### config.mk
export PLATFORM = sky130hd
export DESIGN_NAME = madgwick_vector_player
export DESIGN_NICKNAME = d
export VERILOG_FILES = /design/src/rtl/madgwick_vp_pkg.sv /design/src/rtl/madgwick_vector_player_cmp.sv /design/src/rtl/madgwick_vector_player.sv
export SDC_FILE = /design/constraint.sdc
export NUM_CORES = 1
export LEC_CHECK = 0
export ABC_AREA = 1
export BUFFER_PORTS_ARGS = -buffer_cell sky130_fd_sc_hd__buf_4
export CAP_MARGIN = 10
export CORE_MARGIN = 10
export CORE_UTILIZATION = 56
export CTS_CLUSTER_SIZE = 30
export DETAILED_ROUTE_END_ITERATION = 10
export PLACE_DENSITY = 0.82
export SLEW_MARGIN = 25
export SYNTH_ARGS = -nofsm -noshare
export SYNTH_HDL_FRONTEND = slang
export SYNTH_SLANG_ARGS = --single-unit
### constraint.sdc
create_clock -name clk -period 4 [get_ports clk]
set_input_delay 0.4 -clock clk [delete_from_list [all_inputs] [get_ports clk]]
set_output_delay 0.4 -clock clk [all_outputs]
set_load 0.05 [all_outputs]
### src/rtl/madgwick_vp_pkg.sv
// Shared types and helpers for the madgwick vector player: FSM states, sample/quaternion layouts
// and the saturating counter increment.
package madgwick_vp_pkg;

  localparam int VP_ACC_W  = 16;
  localparam int VP_GYRO_W = 16;
  localparam int VP_Q_W    = 16;
  localparam int VP_CNT_W  = 16;

  typedef enum logic [2:0] {
    ST_IDLE    = 3'd0,
    ST_FETCH   = 3'd1,
    ST_LOAD    = 3'd2,
    ST_DRIVE   = 3'd3,
    ST_COLLECT = 3'd4,
    ST_CHECK   = 3'd5,
    ST_ADVANCE = 3'd6
  } vp_state_t;

  typedef struct packed {
    logic signed [VP_ACC_W-1:0]  ax;
    logic signed [VP_ACC_W-1:0]  ay;
    logic signed [VP_ACC_W-1:0]  az;
    logic signed [VP_GYRO_W-1:0] wx;
    logic signed [VP_GYRO_W-1:0] wy;
    logic signed [VP_GYRO_W-1:0] wz;
  } imu_sample_t;

  typedef struct packed {
    logic signed [VP_Q_W-1:0] w;
    logic signed [VP_Q_W-1:0] x;
    logic signed [VP_Q_W-1:0] y;
    logic signed [VP_Q_W-1:0] z;
  } quat_t;

  // Counters up to 32 bits wide share this; the caller supplies its own all-ones ceiling.
  function automatic logic [31:0] sat_inc(input logic [31:0] val, input logic [31:0] max_val);
    if (val >= max_val) begin
      return val;
    end else begin
      return val + 32'd1;
    end
  endfunction

endpackage

### src/rtl/madgwick_vector_player_cmp.sv
// quat_tol_cmp: combinational check that all four quaternion components lie within TOL LSBs
// of the golden value.
module quat_tol_cmp #(
  parameter int Q_W = 16,
  parameter int TOL = 4
) (
  input  logic [4*Q_W-1:0] dut_q_i,
  input  logic [4*Q_W-1:0] gold_q_i,
  output logic             pass_o
);

  localparam int QX_W = Q_W + 1;
  localparam logic [Q_W:0] TOL_V = QX_W'(TOL);

  logic [Q_W:0] diff_s [4];
  logic [Q_W:0] mag_s  [4];

  // One extra bit keeps both the difference and its magnitude free of overflow at full scale
  always_comb begin
    pass_o = 1'b1;
    for (int i = 0; i < 4; i++) begin
      diff_s[i] = {dut_q_i[i*Q_W+Q_W-1], dut_q_i[i*Q_W +: Q_W]}
                - {gold_q_i[i*Q_W+Q_W-1], gold_q_i[i*Q_W +: Q_W]};
      if (diff_s[i][Q_W]) begin
        mag_s[i] = -diff_s[i];
      end else begin
        mag_s[i] = diff_s[i];
      end
      if (mag_s[i] > TOL_V) begin
        pass_o = 1'b0;
      end else begin
        pass_o = pass_o;
      end
    end
  end

endmodule

### src/rtl/madgwick_vector_player.sv
// madgwick_vector_player: replays stored IMU vectors through the filter and scores its quaternions.
// Optional per-phase handshake watchdog and timeout_cnt port: define VECPLAYER_TIMEOUT_EN.
module madgwick_vector_player
  import madgwick_vp_pkg::*;
#(
  parameter int ACC_W   = VP_ACC_W,
  parameter int GYRO_W  = VP_GYRO_W,
  parameter int Q_W     = VP_Q_W,
  parameter int NUM_VEC = 256,
  parameter int ADDR_W  = $clog2(NUM_VEC),
  parameter int TOL     = 4,
  parameter int CNT_W   = VP_CNT_W,
  parameter int TIMEOUT = 4096
) (
  input  logic                          clk,
  input  logic                          rst_n,
  input  logic                          start,
  input  logic                          loop_mode,
  input  logic                          stop,
  input  logic                          abort,
  output logic                          vec_rd_en,
  output logic [ADDR_W-1:0]             vec_addr,
  input  logic [3*ACC_W+3*GYRO_W-1:0]   vec_imu,
  input  logic [4*Q_W-1:0]              vec_gold,
  output logic                          dut_valid_in,
  input  logic                          dut_ready_in,
  output logic [3*ACC_W+3*GYRO_W-1:0]   dut_imu,
  input  logic                          dut_valid_out,
  output logic                          dut_ready_out,
  input  logic [4*Q_W-1:0]              dut_q,
  output logic                          busy,
  output logic                          done,
  output logic [CNT_W-1:0]              pass_cnt,
  output logic [CNT_W-1:0]              fail_cnt,
  output logic [CNT_W-1:0]              loop_cnt,
`ifdef VECPLAYER_TIMEOUT_EN
  output logic [CNT_W-1:0]              timeout_cnt,
`endif
  output logic [ADDR_W:0]               first_fail
);

  localparam int IMU_W = 3*ACC_W + 3*GYRO_W;
  localparam int QV_W  = 4*Q_W;
  localparam logic [ADDR_W-1:0] LAST_ADDR = ADDR_W'(NUM_VEC - 1);
  localparam logic [31:0] CNT_MAX = 32'hFFFF_FFFF >> (32 - CNT_W);

  vp_state_t          state_q;
  logic [ADDR_W-1:0]  addr_q;
  logic               loop_q;
  logic               rd_en_q;
  logic               valid_in_q;
  logic               ready_out_q;
  logic               busy_q;
  logic               done_q;
  logic [IMU_W-1:0]   imu_q;
  logic [QV_W-1:0]    gold_q;
  logic [QV_W-1:0]    res_q;
  logic [CNT_W-1:0]   pass_q;
  logic [CNT_W-1:0]   fail_q;
  logic [CNT_W-1:0]   loop_cnt_q;
  logic [ADDR_W:0]    first_fail_q;

  logic [CNT_W-1:0]   pass_d;
  logic [CNT_W-1:0]   fail_d;
  logic [CNT_W-1:0]   loop_cnt_d;
  logic [ADDR_W:0]    first_fail_d;
  logic               cmp_pass_s;
  logic               start_acc_s;
  logic               tmo_hit_s;

  assign pass_d       = CNT_W'(sat_inc(32'(pass_q), CNT_MAX));
  assign fail_d       = CNT_W'(sat_inc(32'(fail_q), CNT_MAX));
  assign loop_cnt_d   = CNT_W'(sat_inc(32'(loop_cnt_q), CNT_MAX));
  assign first_fail_d = first_fail_q[ADDR_W] ? first_fail_q : {1'b1, addr_q};
  assign start_acc_s  = (state_q == ST_IDLE) && start && !abort;

  quat_tol_cmp #(
    .Q_W (Q_W),
    .TOL (TOL)
  ) u_cmp (
    .dut_q_i  (res_q),
    .gold_q_i (gold_q),
    .pass_o   (cmp_pass_s)
  );

`ifdef VECPLAYER_TIMEOUT_EN
  localparam int TMO_W = $clog2(TIMEOUT + 1);
  localparam logic [TMO_W-1:0] TMO_LAST = TMO_W'(TIMEOUT - 1);

  logic [TMO_W-1:0] tmo_q;
  logic [CNT_W-1:0] timeout_cnt_q;
  logic             phase_wait_s;

  assign phase_wait_s = ((state_q == ST_DRIVE) && !dut_ready_in)
                     || ((state_q == ST_COLLECT) && !dut_valid_out);
  assign tmo_hit_s    = phase_wait_s && (tmo_q == TMO_LAST);
  assign timeout_cnt  = timeout_cnt_q;

  // Watchdog: counts stalled cycles within one handshake phase and tallies expiries
  always_ff @(posedge clk or negedge rst_n) begin
    if (!rst_n) begin
      tmo_q         <= '0;
      timeout_cnt_q <= '0;
    end else begin
      if (phase_wait_s && !tmo_hit_s && !abort) begin
        tmo_q <= tmo_q + TMO_W'(1);
      end else begin
        tmo_q <= '0;
      end
      if (start_acc_s) begin
        timeout_cnt_q <= '0;
      end else if (tmo_hit_s && !abort) begin
        timeout_cnt_q <= CNT_W'(sat_inc(32'(timeout_cnt_q), CNT_MAX));
      end else begin
        timeout_cnt_q <= timeout_cnt_q;
      end
    end
  end
`else
  localparam int TIMEOUT_UNUSED = TIMEOUT;
  assign tmo_hit_s = 1'b0;
`endif

  // Run sequencer: walks the vector memory, drives both filter handshakes and scores each result
  always_ff @(posedge clk or negedge rst_n) begin
    if (!rst_n) begin
      state_q      <= ST_IDLE;
      addr_q       <= '0;
      loop_q       <= 1'b0;
      rd_en_q      <= 1'b0;
      valid_in_q   <= 1'b0;
      ready_out_q  <= 1'b0;
      busy_q       <= 1'b0;
      done_q       <= 1'b0;
      imu_q        <= '0;
      gold_q       <= '0;
      res_q        <= '0;
      pass_q       <= '0;
      fail_q       <= '0;
      loop_cnt_q   <= '0;
      first_fail_q <= '0;
    end else if (abort) begin
      state_q     <= ST_IDLE;
      rd_en_q     <= 1'b0;
      valid_in_q  <= 1'b0;
      ready_out_q <= 1'b0;
      busy_q      <= 1'b0;
    end else begin
      case (state_q)
        ST_IDLE: begin
          if (start) begin
            pass_q       <= '0;
            fail_q       <= '0;
            loop_cnt_q   <= '0;
            first_fail_q <= '0;
            done_q       <= 1'b0;
            addr_q       <= '0;
            loop_q       <= loop_mode;
            rd_en_q      <= 1'b1;
            busy_q       <= 1'b1;
            state_q      <= ST_FETCH;
          end
        end
        ST_FETCH: begin
          rd_en_q <= 1'b0;
          state_q <= ST_LOAD;
        end
        ST_LOAD: begin
          imu_q      <= vec_imu;
          gold_q     <= vec_gold;
          valid_in_q <= 1'b1;
          state_q    <= ST_DRIVE;
        end
        ST_DRIVE: begin
          if (dut_ready_in) begin
            valid_in_q  <= 1'b0;
            ready_out_q <= 1'b1;
            state_q     <= ST_COLLECT;
          end else if (tmo_hit_s) begin
            valid_in_q   <= 1'b0;
            fail_q       <= fail_d;
            first_fail_q <= first_fail_d;
            state_q      <= ST_ADVANCE;
          end
        end
        ST_COLLECT: begin
          if (dut_valid_out) begin
            res_q       <= dut_q;
            ready_out_q <= 1'b0;
            state_q     <= ST_CHECK;
          end else if (tmo_hit_s) begin
            ready_out_q  <= 1'b0;
            fail_q       <= fail_d;
            first_fail_q <= first_fail_d;
            state_q      <= ST_ADVANCE;
          end
        end
        ST_CHECK: begin
          if (cmp_pass_s) begin
            pass_q <= pass_d;
          end else begin
            fail_q       <= fail_d;
            first_fail_q <= first_fail_d;
          end
          state_q <= ST_ADVANCE;
        end
        ST_ADVANCE: begin
          if (addr_q != LAST_ADDR) begin
            addr_q  <= addr_q + ADDR_W'(1);
            rd_en_q <= 1'b1;
            state_q <= ST_FETCH;
          end else begin
            loop_cnt_q <= loop_cnt_d;
            // stop is only looked at here, so a pulse that ends mid-pass is harmless
            if (loop_q && !stop) begin
              addr_q  <= '0;
              rd_en_q <= 1'b1;
              state_q <= ST_FETCH;
            end else begin
              done_q  <= 1'b1;
              busy_q  <= 1'b0;
              state_q <= ST_IDLE;
            end
          end
        end
        default: begin
          state_q     <= ST_IDLE;
          rd_en_q     <= 1'b0;
          valid_in_q  <= 1'b0;
          ready_out_q <= 1'b0;
          busy_q      <= 1'b0;
        end
      endcase
    end
  end

  assign vec_rd_en     = rd_en_q;
  assign vec_addr      = addr_q;
  assign dut_valid_in  = valid_in_q;
  assign dut_imu       = imu_q;
  assign dut_ready_out = ready_out_q;
  assign busy          = busy_q;
  assign done          = done_q;
  assign pass_cnt      = pass_q;
  assign fail_cnt      = fail_q;
  assign loop_cnt      = loop_cnt_q;
  assign first_fail    = first_fail_q;

endmodule

==> out/qor.yml <==
run_status:
  outcome: "finished, final reports clean"
floorplanning:
  core_um2: 32700
  die_h_um: 203
  io_pins: 398
  initial_core_util_pct: 57.1
  fp.dieArea_um2: 41100
  rows: 66
  die_w_um: 203
synth:
  yosysMostFrequentCell: "nand2_1"
  ys_seq_area_share_pct: 39.9
  synthSimpleGateAreaFrac_pct: 34.5
  ys_seq_elements: 298
  synthArstFlopShare_pct: 100
  netlist_area_um2: 18700
  synth-warning-count: 0
  synth_fp_nets: 2929
  synth.area.top_cells: "dfrtp_1 40%, nand2_1 20%, inv_1 6.4%"
  synthFlopType: "dfrtp_1"
  yosys.area.top_type_share_pct: 39.9
  synth-edff-count: 0
  synthTopCellsByCount: "973 x nand2_1, 319 x inv_1, 298 x dfrtp_1"
  synthCells: 2621
  avgSynthCellArea_um2: 7.13
  synth-compound-area-share_pct: 6.52
  synth_cell_types: 52
  synthAdderAreaFrac_pct: 5.25
  synth_top_family_by_area: "simple AND/OR/NAND/NOR gates"
  synth-xor-area-share_pct: 1.83
  synthMuxAreaShare_pct: 3.50
  yosys.area.top_type: "dfrtp_1"
place:
  dp_cells: 3405
  gp_routability_congestion: 0.934
  post_dp_cell_area_um2: 22000
  place_ws_ns: 0.109
  port_buffers: 397
  dp_hpwl_mm: 44.9
global_routing:
  grt.total_usage_pct: 27.4
  grt_overflow_total: 0
  grt_max_degree: 221
  antenna_found_initial: 10
  grt_pass1_vias: 18063
  grt_pass1_wl_mm: 92.4
power_and_ir_drop:
  total_power_mw: 23.2
  power_leakage_nw: 12.7
  peakVddDrop_mv: 0.718
  power.density_nw_per_um2: 999
flow_run:
  cap_violations: 0
clock_tree:
  clock_sinks: 298
  cts_buffers: 35
  cts_max_level: 2
  cts_max_path_buffers: 3
  clk_pin_slew_worst_paths_ns: 0.06
  cts_tree: "done"
  clk_latency_ns: 0.55
  clockRootBuffer: "clkbuf_16"
setup_path:
  crit_arrival_ns: 4.20
  critPathKind: "reg2reg"
  required_ns: 4.46
  path_max_fanout: 16
  slowest_stage: "fa_1"
  path_cells: "ha_1 -> inv_1 -> fa_1 -> inv_1 -> ha_1 -> inv_1 -> nor2_1 -> nand3_1 -> nor2_1 -> nand3_1 -> inv_1 -> nand2_1 -> nand4_1 -> nand2_1 -> nor2_1 -> nand2_1 -> nor2_1 -> nand3_1 -> nor2_4 -> nand3_4 -> nand2_8 -> nand2_2 -> o21ai_2"
  cp-end-kind: "flop"
  cp-start-kind: "flop"
  cp_slowest_stage_delay_ns: 0.42
timing:
  timing.hold.ws_ns: 0.0491
  tightest_slew_ns: 1.10
  drv_slew: 0
  skew_ns: 0.0206
  finalSetupTns_ns: 0
  fmax_mhz: 267
  slew_headroom_pct: 26.0
  worst_slack_ns: 0.257
  period_minus_slack_ns: 3.74
  fin_crit_sh_pct: 93.6
  finalSetupViolations: 0
  final-hold-violation-count: 0
layout:
  synthToLayoutAreaGrowth_pct: 24.6
  final_area_um2: 23300
  instances_no_fill: 3485
  final_nets: 3317
  final_util_pct: 71.2
  fillers: 2677
  final_layout_size_suffix_gt1_share_pct: 20.4
min_path:
  min_path_type: "in2reg"
detailed_routing:
  num_vias: 18365
  first_pass_iters: 6
  wl_per_cell_um: 16.7
  drc: 0
  drt_iter0_drc: 1405
  totalWireLength_mm: 58.4
  ant_nets: 0
  viasPerCell: 5.27
## cells in the final DEF (no fill, tap or decap), types with 33 or more instances in the layout
master,n
nand4_1,33
nor2_1,207
inv_1,316
buf_4,408
clkbuf_16,36
o21ai_0,113
a21oi_1,66
nand2_1,972
nand3_1,197
dfrtp_1,298
mux2_2,58
ha_1,72
## sequential cells by signal, summed over array words and instances, names as in the netlist, 8 cells and up
signal      cells
res_q          64
vec_addr        8
pass_cnt       16
dut_imu        96
loop_cnt       16
fail_cnt       16
first_fail      9
gold_q         64
## cells by family after synthesis
group,Yosys count
buf+inv,397
fa+ha+maj,76
compound gates,221
xor+xnor,39
flops,298
simple gates,1532
mux,58
## power breakdown
group / switching, mW / total (mW) / internal [mW]
logic: 10.5 / 15.5 / 4.95
clock network: 1.29 / 3.05 / 1.76
registers: 0.588 / 4.69 / 4.10
total: 12.4 / 23.2 / 10.8
## metal layers
metal	up-vias	part of all wire, %	track usage (%)
met4	2	3.5	10.8
met5	-	0.034	0
met1	8565	41	32.4
met3	114	8.1	8.53
li1	9075	-	-
met2	609	48	45.8
## repair_timing
item / in CTS / in global routing
resized for setup: 0 / 18
hold buffers: 1 / 0
hold endpoints to repair: 48 / 0
setup endpoints to repair: 0 / 41
buffers inserted: 0 / 5
## area by class of cell
class / count / area (um^2) / area share (%)
antenna: 9 / 22.5 / 0.0968
tap: 442 / 553 / 2.38
inverter: 331 / 1240 / 5.35
sequential: 298 / 7460 / 32.0
timing repair buffer: 414 / 3160 / 13.6
multi-input combinational: 1929 / 9750 / 41.9
clock inverter: 12 / 81.3 / 0.350
clock buffer: 50 / 1000 / 4.31
## worst paths after layout
kind                              from      endpoint  slack, ns  cells past startpoint
setup / recovery            gold_q[48]  fail_cnt[12]       0.26                     23
hold / removal             vec_imu[14]   dut_imu[14]       0.05                      3
setup reg to reg            gold_q[48]  fail_cnt[12]       0.26                     23
hold reg to reg            dut_imu[75]   dut_imu[75]       0.47                      2
max in group asynchronous        rst_n   pass_cnt[6]       2.42                      3
min in group asynchronous        rst_n     res_q[52]       0.50                      2
## worst max-delay path: cells and delay by family, from the launching register on
family	cells	cell delay, ns
AOI/OAI and AO/OA	1	0.06
adders and majority gates	3	0.78
DFF	1	0.39
buffers and inverters	4	0.38
and+or+nand+nor	15	2.02
Power figures use the tool's default switching activity.
